--- src/rtl/qpsk_symbol_scheduler.sv ---
// qpsk_symbol_scheduler: buffers a serial bitstream and issues one (E,O) QPSK symbol per carrier period
module qpsk_symbol_scheduler #(
  parameter int SPS        = 100,
  parameter int PH_W       = 7,
  parameter int FIFO_DEPTH = 8,
  parameter int LVL_W      = 4
) (
  input  logic             Clk,
  input  logic             Rst_n,
  input  logic             enable,
  input  logic             bit_in,
  input  logic             bit_valid,
  output logic             bit_ready,
  output logic             E,
  output logic             O,
  output logic [PH_W-1:0]  phase,
  output logic             mod_en,
  output logic             sym_strobe,
  output logic             underrun,
  output logic [LVL_W-1:0] fifo_level
);
  typedef enum logic [1:0] {IDLE, PRIME, RUN} state_t;
  state_t state;
  // Shift-style buffer: bit 0 is always the oldest, so a pop is a shift by two.
  logic [2**LVL_W-1:0] fifo, fifo_nxt;
  logic [LVL_W-1:0] wr_idx;
  logic push, pop, sym_end;
  assign bit_ready = fifo_level != LVL_W'(FIFO_DEPTH);
  assign push      = bit_valid && bit_ready;
  assign sym_end   = state == RUN && phase == PH_W'(SPS - 1);
  assign pop       = enable && fifo_level >= LVL_W'(2) && (state == PRIME || sym_end);
  assign wr_idx    = pop ? fifo_level - LVL_W'(2) : fifo_level;
  always_comb begin
    fifo_nxt = pop ? fifo >> 2 : fifo;
    if (push) fifo_nxt[wr_idx] = bit_in;
  end
  always_ff @(posedge Clk or negedge Rst_n)
    if (!Rst_n) begin
      fifo       <= '0;
      fifo_level <= '0;
    end else begin
      fifo       <= fifo_nxt;
      fifo_level <= fifo_level + LVL_W'(push) - (pop ? LVL_W'(2) : LVL_W'(0));
    end
  always_ff @(posedge Clk or negedge Rst_n)
    if (!Rst_n) begin
      state      <= IDLE;
      E          <= 1'b0;
      O          <= 1'b0;
      phase      <= '0;
      mod_en     <= 1'b0;
      sym_strobe <= 1'b0;
      underrun   <= 1'b0;
    end else begin
      sym_strobe <= 1'b0;
      underrun   <= 1'b0;
      if (pop) begin
        E          <= fifo[0];
        O          <= fifo[1];
        phase      <= '0;
        mod_en     <= 1'b1;
        sym_strobe <= 1'b1;
        state      <= RUN;
      end else begin
        case (state)
          IDLE:  if (enable) state <= PRIME;
          PRIME: if (!enable) state <= IDLE;
          RUN:
            if (!sym_end) phase <= phase + PH_W'(1);
            else begin
              // Symbol boundary without a pop: stop if disabled, otherwise underrun.
              phase    <= '0;
              mod_en   <= 1'b0;
              underrun <= enable;
              state    <= enable ? PRIME : IDLE;
            end
          default: state <= IDLE;
        endcase
      end
    end
endmodule

--- config.mk ---
export PLATFORM = sky130hd
export DESIGN_NAME = qpsk_symbol_scheduler
export DESIGN_NICKNAME = d
export VERILOG_FILES = /design/src/rtl/qpsk_symbol_scheduler.sv
export SDC_FILE = /design/constraint.sdc
export NUM_CORES = 1
export LEC_CHECK = 0
export ABC_CLOCK_PERIOD_IN_PS = 2800
export CORE_MARGIN = 2
export CORE_UTILIZATION = 55
export DETAILED_ROUTE_END_ITERATION = 6
export GPL_ROUTABILITY_DRIVEN = 0
export GPL_TIMING_DRIVEN = 0
export PLACE_DENSITY = 0.87
export SYNTH_ARGS = -nofsm -noshare
export SYNTH_HDL_FRONTEND = slang
export SYNTH_SLANG_ARGS = --single-unit
export TNS_END_PERCENT = 50
--- constraint.sdc ---
create_clock -name Clk -period 2.8 [get_ports Clk]
set_clock_uncertainty 0.1 [all_clocks]
set_input_delay 0.56 -clock Clk [delete_from_list [all_inputs] [get_ports Clk]]
set_output_delay 0.56 -clock Clk [all_outputs]
set_load 0.02 [all_outputs]
==> results of run 1 <==
## final cells by class
class                           count  share of cell area [%]
Timing Repair Buffer               21                    9.06
Sequential cell                    34                    37.6
Clock inverter                      2                   0.552
Clock buffer                        6                    2.27
Inverter                           10                    1.66
Buffer                              6                    1.66
Tap cell                           46                    2.54
Multi-Input combinational cell    130                    44.7
## state kept, by name, summed over array words and instances (netlist names)
register,cells
mod_en,1
E,1
underrun,1
state,2
O,1
sym_strobe,1
phase,7
fifo,16
fifo_level,4
## cells in the final DEF (no fill, tap or decap), types with 2 or more instances in the layout
| cell type | synthesis | routed |
|---|---|---|
| nand3_1 | 4 | 4 |
| and4bb_2 | 2 | 2 |
| nand4b_1 | 2 | 2 |
| clkdlybuf4s50_1 | 0 | 20 |
| nand2_1 | 17 | 17 |
| nor2b_1 | 3 | 2 |
| and3_1 | 5 | 5 |
| and4b_1 | 2 | 2 |
| mux2i_1 | 30 | 30 |
| clkbuf_4 | 0 | 5 |
| dfrtp_1 | 34 | 34 |
| o21ai_0 | 12 | 12 |
| buf_2 | 3 | 4 |
| nor2_1 | 3 | 2 |
| ha_1 | 8 | 7 |
| inv_2 | 1 | 2 |
| a211oi_1 | 6 | 3 |
| nand2b_1 | 4 | 4 |
| inv_1 | 9 | 8 |
| nand4_1 | 9 | 9 |
| a211oi_2 | 2 | 5 |
| xnor2_1 | 3 | 3 |
## Yosys cell counts (2+ instances only)
cell type  instances
a211oi_1           6
a211oi_2           2
and3_1             5
and4b_1            2
and4bb_2           2
buf_2              3
dfrtp_1           34
ha_1               8
inv_1              9
mux2i_1           30
nand2_1           17
nand2b_1           4
nand3_1            4
nand4_1            9
nand4b_1           2
nor2_1             3
nor2b_1            3
nor3_1             2
o21ai_0           12
o21ai_1            2
xnor2_1            3
## worst paths after layout
kind                                     from         to  slack, ns  cells past startpoint
worst min register to register              O          O       0.39                      2
min in group Clk                            O          O       0.39                      2
max in group asynchronous               Rst_n   fifo[13]       1.97                      1
worst min-delay path                    Rst_n   phase[1]       0.15                      1
worst max-delay path            fifo_level[2]  bit_ready       0.13                      5
worst max register to register       phase[0]    fifo[6]       0.20                     10
## power groups by stage
stage | Combinational, uW | Sequential (uW) | Clock (uW)
after CTS | 718 | 734 | 298
after global routing | 810 | 756 | 323
after floorplan | 474 | 753 | 0
after detailed placement | 707 | 743 | 0
after global placement | 660 | 732 | 0
final | 730 | 737 | 297
## worst max-delay path: stages (launching register included)
cell and delay [ns]:
dfrtp_1 0.40, inv_1 0.13, ha_1 0.17, nand2_1 0.11
or2_2 0.30, clkdlybuf4s50_1 0.54
## kinds of logic (layout without fill, tap and decap cells)
kind of cell	count (synthesis)	after routing	share of synthesized area [%]
compound gates	30	30	11.0
xor+xnor	4	4	1.84
fa+ha+maj	8	8	5.26
buf+inv	16	45	3.75
flops	34	34	44.7
mux	30	30	15.8
simple gates	58	58	17.7
## repair_timing
action                     CTS  global route
hold buffers                 0             0
gates resized for setup      4             7
pin swaps                    0             2
setup buffers                0             0
setup endpoints to repair   14            10
cloned                       0             0
## per-layer routing
layer / wire (um) / GRT usage, % / part of all wire (%)
met2: 2110 / 40.9 / 52
met5: 0 / 0 / 0
met1: 1650 / 25.8 / 41
met3: 185 / 5.05 / 4.6
met4: 99 / 8.61 / 2.5
## stage by stage
stage | instances | setup TNS, ns | power [uW] | hold WS, ns | instance area, um^2
5_1_grt | 255 | 0 | 1890 | 0.205 | 2260
4_1_cts | 255 | 0 | 1750 | 0.184 | 2240
3_3_place_gp | 247 | -4.99 | 1390 | 0.352 | 2170
6_report | 255 | 0 | 1760 | 0.149 | 2260
3_5_place_dp | 247 | -6.11 | 1450 | 0.367 | 2170
2_1_floorplan | 180 | 0 | 1230 | 0.164 | 1900
==> results.sh, run 1 <==
export IMPL_critPathArrivalTime_ns=2.01
export IMPL_syn_area_mm2=0.00190
export IMPL_total_leakage_power_uw=0.00107
export IMPL_status="finished, final reports clean"
export IMPL_multi_input_area_mm2=0.00101
export IMPL_drv_cap=0
export IMPL_cts_tree="yes"
export IMPL_synthCells=180
export IMPL_io_buffers=21
export IMPL_start_kind="flip-flop"
export IMPL_dieHeight_um=62.8
export IMPL_grt_pass1_wl_mm=6.91
export IMPL_dr_pass1_iters=4
export IMPL_slew_viol_final=0
export IMPL_clkTransAtPathRegs_ns=0.11
export IMPL_end_kind="output pin"
export IMPL_hpwl_mm=2.90
export IMPL_ys_flop_type="dfrtp_1"
export IMPL_ys_warnings_count=0
export IMPL_netlist_cell_type_count=39
export IMPL_syn_to_final_growth_pct=19.0
export IMPL_drtIter0Drc=60
export IMPL_ios=22
export IMPL_drc=0
export IMPL_initial_core_util_pct=57.0
export IMPL_peakVddDrop_mv=0.667
export IMPL_cts_root_buf="clkbuf_4"
export IMPL_syn_area_per_cell_um2=10.6
export IMPL_synth_seq_area_share_pct=44.7
export IMPL_setup_ws_ns=0.134
export IMPL_grt_overflow_total=0
export IMPL_p_per_area_mw_per_mm2=779
export IMPL_vias=1524
export IMPL_die_width_um=62.8
export IMPL_hold_viol=0
export IMPL_grt_antenna_before_repair=0
export IMPL_ys_ff_latch=34
export IMPL_numCtsBuffers=5
export IMPL_syn_nets=193
export IMPL_p_int_uw=1080
export IMPL_p_seq_share_pct=41.8
export IMPL_yosys_area_top_type="dfrtp_1"
export IMPL_grt_pass1_vias=1500
export IMPL_netSwitchingFraction_pct=39.0
export IMPL_htree_levels=2
export IMPL_fmax_ghz=0.375
export IMPL_place_ws_ns=-0.579
export IMPL_setup_violations=0
export IMPL_grt_max_degree=35
export IMPL_clock_sinks=34
export IMPL_synth_area_leaders="dfrtp_1 45%, mux2i_1 16%, ha_1 5.3%"
export IMPL_finalCritPeriodShare_pct=95.2
export IMPL_n_antenna_cell=0
export IMPL_crit_fanout=5
export IMPL_period_needed_ns=2.67
export IMPL_vias_per_cell=5.98
export IMPL_final_util_pct=67.9
export IMPL_grt_usage_pct=22.6
export IMPL_fillCellCount=273
export IMPL_p_comb_share_pct=41.4
export IMPL_postRouteAntennaNets=0
export IMPL_ff_latch_area_um2=851
export IMPL_drive_gt1_share_pct=15.3
export IMPL_worstPathRequired_ns=2.14
export IMPL_routedWlPerCell_um=15.8
export IMPL_synth_edf_count=0
export IMPL_core_mm2=0.00334
export IMPL_p_sw_uw=688
export IMPL_die_area_mm2=0.00395
export IMPL_rsz0062_at_grt="false"
export IMPL_worstSetupPathType="reg2out"
export IMPL_wirelength_mm=4.04
export IMPL_clk_latency_ns=0.36
export IMPL_tightest_slew_ns=0.744
export IMPL_netlist_area_leader_share_pct=44.7
export IMPL_synthArstFlopShare_pct=100
export IMPL_clkPwrFrac_pct=16.8
export IMPL_fin_nets=221
export IMPL_rows=21
export IMPL_hold_class="in2async"
export IMPL_slew_limit_headroom_pct=50.4
export IMPL_clockBufferDepth=2
No activity file was read; power rests on OpenSTA's default activity.
==> inputs of run 2 (changes only) <==
--- a/config.mk
+++ b/config.mk
@@ -5,13 +5,12 @@
 export SDC_FILE = /design/constraint.sdc
 export NUM_CORES = 1
 export LEC_CHECK = 0
-export ABC_CLOCK_PERIOD_IN_PS = 2800
-export CORE_MARGIN = 2
-export CORE_UTILIZATION = 55
+export ABC_CLOCK_PERIOD_IN_PS = 2550
+export CORE_UTILIZATION = 40
 export DETAILED_ROUTE_END_ITERATION = 6
 export GPL_ROUTABILITY_DRIVEN = 0
 export GPL_TIMING_DRIVEN = 0
-export PLACE_DENSITY = 0.87
+export PLACE_DENSITY = 0.68
 export SYNTH_ARGS = -nofsm -noshare
 export SYNTH_HDL_FRONTEND = slang
 export SYNTH_SLANG_ARGS = --single-unit
==> constraint.sdc (replaced) <==
create_clock -name Clk -period 2.55 [get_ports Clk]
set_clock_uncertainty 0.1 [all_clocks]
set_input_delay 0.51 -clock Clk [delete_from_list [all_inputs] [get_ports Clk]]
set_output_delay 0.51 -clock Clk [all_outputs]
set_load 0.02 [all_outputs]
==> results.sh, run 2 (synthesis gave the netlist of run 1 again) <==
export IMPL_status="complete, but fails checks"
export IMPL_grt_usage_pct=17.5
export IMPL_finalCritPeriodShare_pct=99.0
export IMPL_grt_use_met3_pct=4.42
export IMPL_postRouteAntennaNets=0
export IMPL_vias=1441
export IMPL_clock_sinks=34
export IMPL_vias_per_cell=5.50
export IMPL_grt_overflow_total=0
export IMPL_r2r_start="phase[4]"
export IMPL_drtIter0Drc=69
export IMPL_grt_max_degree=35
export IMPL_worstPathCellList="clkdlybuf4s50_1, inv_2, nor2_4, o21ai_2, buf_6, ha_2, nand4b_1, a211oi_1, mux2i_1"
export IMPL_tightest_slew_ns=0.748
export IMPL_die_area_mm2=0.00504
export IMPL_instances_no_fill=262
export IMPL_clk_latency_ns=0.29
export IMPL_drc=1
export IMPL_routedWlPerCell_um=15.0
export IMPL_violations="design-rule violations"
export IMPL_grt_pass1_vias=1468
export IMPL_final_common_cell="dfrtp_1"
export IMPL_grt_antenna_before_repair=0
export IMPL_peakVddDrop_mv=0.545
export IMPL_largest_reg_flops=16
export IMPL_hpwl_mm=2.65
export IMPL_end_kind="flip-flop"
export IMPL_dp_cells=253
export IMPL_dieHeight_um=71.0
export IMPL_critPathArrivalTime_ns=2.64
export IMPL_reg2reg_to="fifo[4]"
export IMPL_top_regs="fifo (16), phase (7), fifo_level (4)"
export IMPL_cts_root_buf="clkbuf_8"
export IMPL_max_flop_register="fifo"
export IMPL_clkTransAtPathRegs_ns=0.07
export IMPL_dr_pass1_iters=7
export IMPL_setup_ws_ns=0.0250
export IMPL_place_ws_ns=-0.620
export IMPL_p_seq_share_pct=38.6
export IMPL_top_usage_layer="met2"
export IMPL_cpLargestDelayFamily="buffers and inverters"
export IMPL_ios=22
export IMPL_hold_viol=0
export IMPL_rows=24
export IMPL_hold_class="in2async"
export IMPL_fmax_ghz=0.396
export IMPL_use_met1_pct=22.6
export IMPL_total_leakage_power_uw=0.00109
export IMPL_wirelength_mm=3.93
export IMPL_start_kind="primary input"
export IMPL_grt_pass1_wl_mm=6.83
export IMPL_netSwitchingFraction_pct=35.8
export IMPL_timing_reg2reg_setup_slack_ns=0.05
export IMPL_setup_violations=0
export IMPL_fin_nets=222
export IMPL_crit_fanout=6
export IMPL_path_depth=9
export IMPL_met2_usage_pct=27.8
export IMPL_p_comb_share_pct=38.1
export IMPL_p_sw_uw=754
export IMPL_numCtsBuffers=5
export IMPL_htree_levels=2
export IMPL_slowest_delay_ns=0.52
export IMPL_slew_viol_final=0
export IMPL_cts_hold_buf=0
export IMPL_most_common_layout_cells="31 x dfrtp_1, 30 x mux2i_1, 19 x clkdlybuf4s50_1, 17 x nand2_1, 12 x o21ai_0"
export IMPL_p_per_area_mw_per_mm2=888
export IMPL_core_mm2=0.00447
export IMPL_period_needed_ns=2.53
export IMPL_die_width_um=71.0
export IMPL_rsz0062_at_grt="true"
export IMPL_rr_worst_depth=8
export IMPL_io_buffers=21
export IMPL_p_int_uw=1350
export IMPL_worstSetupPathType="in2reg"
export IMPL_drive_gt1_share_pct=17.6
export IMPL_crit_buf_inv=3
export IMPL_n_antenna_cell=0
export IMPL_drv_cap=0
export IMPL_slowest_stage="clkdlybuf4s50_1"
export IMPL_clkPwrFrac_pct=23.3
export IMPL_slew_limit_headroom_pct=50.2
export IMPL_syn_to_final_growth_pct=24.7
export IMPL_clockBufferDepth=2
export IMPL_cts_tree="yes"
export IMPL_initial_core_util_pct=42.5
export IMPL_worstPathRequired_ns=2.66
## run 2: cell types whose count changed in the layout (fill, tap and decap cells not counted), sizes merged
cell           before  now
buf                 6    7
bufinv              0    1
clkbuf              7    8
clkdlybuf4s50      20   19
clkinv              1    0
clkinvlp            1    0
dlymetal6s2s        0    1
## run 2: worst max-delay path by stage
stage | from | to | slack [ns]
2_1_floorplan | fifo_level[2] | fifo[6] | 0.03
3_3_place_gp | enable | fifo[6] | -0.59
3_5_place_dp | enable | fifo[6] | -0.62
4_1_cts | fifo_level[2] | bit_ready | 0.003
5_1_grt | phase[4] | fifo[6] | -0.03
6_report | enable | fifo[4] | 0.02
## run 2: final cells by class
| class | count | area [um^2] |
|---|---|---|
| Fill cell | 403 | 2100 |
| Clock buffer | 7 | 76.3 |
| Inverter | 10 | 40.0 |
| Buffer | 6 | 41.3 |
| Timing Repair Buffer | 22 | 215 |
| Multi-Input combinational cell | 130 | 1050 |
| Clock inverter | 1 | 30.0 |
| Tap cell | 52 | 65.1 |
| Sequential cell | 34 | 855 |
## run 2: power by group through the flow
stage / clock network [uW] / registers, uW / logic (uW)
after floorplan: 0 / 830 / 521
after global placement: 0 / 814 / 736
after detailed placement: 0 / 820 / 761
after CTS: 501 / 811 / 786
after global routing: 523 / 839 / 894
final: 491 / 815 / 803
## run 2: timing repair
action	4_1_cts	5_1_grt
endpoints found under the setup margin	16	16
setup buffers	1	0
pin swaps	1	2
resized for setup	8	12
## run 2: metrics by stage
step	util (%)	power (uW)	instance area, um^2	TNS [ns]	hold WS (ns)
after global routing	53.0	2260	2370	-0.0593	0.245
final	53.0	2110	2370	0	0.177
after detailed placement	48.7	1580	2180	-7.29	0.363
after CTS	51.7	2100	2310	0	0.214
after global placement	48.8	1550	2180	-6.58	0.359
after floorplan	-	1350	1910	0	0.114
## run 2: metal layers
layer | wire length [um] | up-vias | part of all wire (%)
li1 | - | 725 | -
met1 | 1820 | 679 | 46
met2 | 1860 | 27 | 47
met3 | 171 | 10 | 4.3
met4 | 80 | 0 | 2.0
met5 | 0 | - | 0
==> inputs of run 3 (changes only) <==
--- a/config.mk
+++ b/config.mk
@@ -5,12 +5,12 @@
 export SDC_FILE = /design/constraint.sdc
 export NUM_CORES = 1
 export LEC_CHECK = 0
-export ABC_CLOCK_PERIOD_IN_PS = 2550
+export ABC_CLOCK_PERIOD_IN_PS = 2300
 export CORE_UTILIZATION = 40
 export DETAILED_ROUTE_END_ITERATION = 6
 export GPL_ROUTABILITY_DRIVEN = 0
 export GPL_TIMING_DRIVEN = 0
-export PLACE_DENSITY = 0.68
+export PLACE_DENSITY = 0.71
 export SYNTH_ARGS = -nofsm -noshare
 export SYNTH_HDL_FRONTEND = slang
 export SYNTH_SLANG_ARGS = --single-unit
==> constraint.sdc (replaced) <==
create_clock -name Clk -period 2.3 [get_ports Clk]
set_clock_uncertainty 0.1 [all_clocks]
set_input_delay 0.46 -clock Clk [delete_from_list [all_inputs] [get_ports Clk]]
set_output_delay 0.46 -clock Clk [all_outputs]
set_load 0.02 [all_outputs]
==> results.sh, run 3 (synthesis gave the netlist of run 1 again) <==
export IMPL_drc=0
export IMPL_period_needed_ns=2.24
export IMPL_grt_overflow_total=0
export IMPL_clkTransAtPathRegs_ns=0.07
export IMPL_grt_antenna_before_repair=0
export IMPL_total_leakage_power_uw=0.00117
export IMPL_tightest_slew_ns=0.764
export IMPL_slew_limit_headroom_pct=49.1
export IMPL_clock_sinks=34
export IMPL_slew_viol_final=0
export IMPL_final_util_pct=56.6
export IMPL_setup_violations=0
export IMPL_ios=22
export IMPL_fillCellCount=387
export IMPL_slowest_stage="o31ai_1"
export IMPL_vias=1488
export IMPL_drtIter0Drc=47
export IMPL_hold_viol=0
export IMPL_worstPathCellList="inv_1, ha_1, inv_1, o31ai_1, o211ai_4, a211oi_2, mux2i_1"
export IMPL_fin_nets=230
export IMPL_clockBufferDepth=2
export IMPL_status="finished, final reports clean"
export IMPL_path_common_cell="inv_1"
export IMPL_routedWlPerCell_um=15.4
export IMPL_htree_levels=2
export IMPL_cts_tree="yes"
export IMPL_start_kind="flip-flop"
export IMPL_rsz0062_at_grt="true"
export IMPL_peakVddDrop_mv=0.740
export IMPL_dieHeight_um=71.0
export IMPL_die_area_mm2=0.00504
export IMPL_tns_ns=0
export IMPL_grt_pass1_wl_mm=7.31
export IMPL_grt_max_degree=35
export IMPL_die_width_um=71.0
export IMPL_whs_ns=0.140
export IMPL_hpwl_mm=2.71
export IMPL_numCtsBuffers=5
export IMPL_syn_to_final_growth_pct=33.0
export IMPL_r2r_start="fifo_level[1]"
export IMPL_end_kind="flip-flop"
export IMPL_postRouteAntennaNets=0
export IMPL_grt_usage_pct=18.7
export IMPL_max_flop_register="fifo"
export IMPL_rows=24
export IMPL_vias_per_cell=5.51
export IMPL_grt_pass1_vias=1482
export IMPL_io_buffers=21
export IMPL_cts_root_buf="clkbuf_8"
export IMPL_fmax_ghz=0.446
export IMPL_slowest_delay_ns=0.53
export IMPL_hold_class="in2async"
export IMPL_critPathArrivalTime_ns=2.35
export IMPL_worstPathRequired_ns=2.41
export IMPL_initial_core_util_pct=42.5
export IMPL_clk_latency_ns=0.29
export IMPL_dr_pass1_iters=4
export IMPL_crit_fanout=8
export IMPL_p_per_area_mw_per_mm2=978
export IMPL_finalCritPeriodShare_pct=97.4
export IMPL_worstSetupPathType="reg2reg"
export IMPL_drive_gt1_share_pct=24.8
export IMPL_wirelength_mm=4.17
export IMPL_core_mm2=0.00447
export IMPL_drv_cap=0
export IMPL_n_antenna_cell=0
export IMPL_top_regs="fifo (16), phase (7), fifo_level (4)"
export IMPL_critPathLaunch="fifo_level[1]"
export IMPL_most_common_layout_cells="30 x dfrtp_1, 30 x mux2i_1, 18 x clkdlybuf4s50_1, 17 x nand2_1, 12 x o21ai_0"
export IMPL_largest_reg_flops=16
## run 3: cell count changes in the layout (fill, tap and decap cells not counted), sizes merged
| cell | before | now |
|---|---|---|
| clkdlybuf4s15 | 0 | 1 |
| buf | 7 | 15 |
| clkdlybuf4s50 | 19 | 18 |
## run 3: timing repair
action	4_1_cts	5_1_grt
endpoints found under the setup margin	19	17
hold buffers	0	0
pin swaps	4	6
resized for setup	15	18
buffers inserted	7	3
endpoints found under the hold margin	0	0
## run 3: final cells by class
cell class | count | area (um^2) | share of cell area [%]
tap | 52 | 65.1 | 2.57
sequential | 34 | 856 | 33.8
inverter | 10 | 40.0 | 1.58
clock inverter | 1 | 30.0 | 1.19
multi-input combinational | 130 | 1150 | 45.4
timing repair buffer | 31 | 283 | 11.2
buffer | 5 | 32.5 | 1.29
clock buffer | 7 | 76.3 | 3.02
## run 3: worst paths after layout
| kind | endpoint | slack, ns | depth (start not counted) |
|---|---|---|---|
| max in group asynchronous | fifo_level[2] | 1.42 | 1 |
| worst max-delay path | fifo[6] | 0.06 | 7 |
| worst min-delay path | phase[2] | 0.14 | 1 |
| worst max register to register | fifo[6] | 0.06 | 7 |
| min in group Clk | O | 0.37 | 2 |
| worst min register to register | O | 0.37 | 2 |
## run 3: stage by stage
step	instances	worst slack, ns	total power, uW	instance area [um^2]
floorplan	180	0.0196	1530	1930
global placement	253	-0.455	1750	2210
detailed placement	253	-0.458	1770	2200
CTS	268	-0.00407	2420	2410
global route	270	-0.0333	2650	2530
finish	270	0.0598	2480	2530
## run 3: critical path: cells and delay by family, from the launching register on
family	cells	cell delay [ns]
AOI/OAI and AO/OA	3	1.08
DFF	1	0.46
muxes	1	0.23
buffers and inverters	2	0.15
adders and majority gates	1	0.14
## run 3: power by group
part           switching [uW]  internal [uW]
clock                     227            324
sequential                124            775
combinational             547            478
## run 3: per-layer routing
metal  up-vias  GRT usage, %  wire [um]
met1       707          24.8       2030
met2        36          30.3       1930
met5         -             0          0
li1        736             -          -
met4         0          6.00         71
met3         9          4.27        141
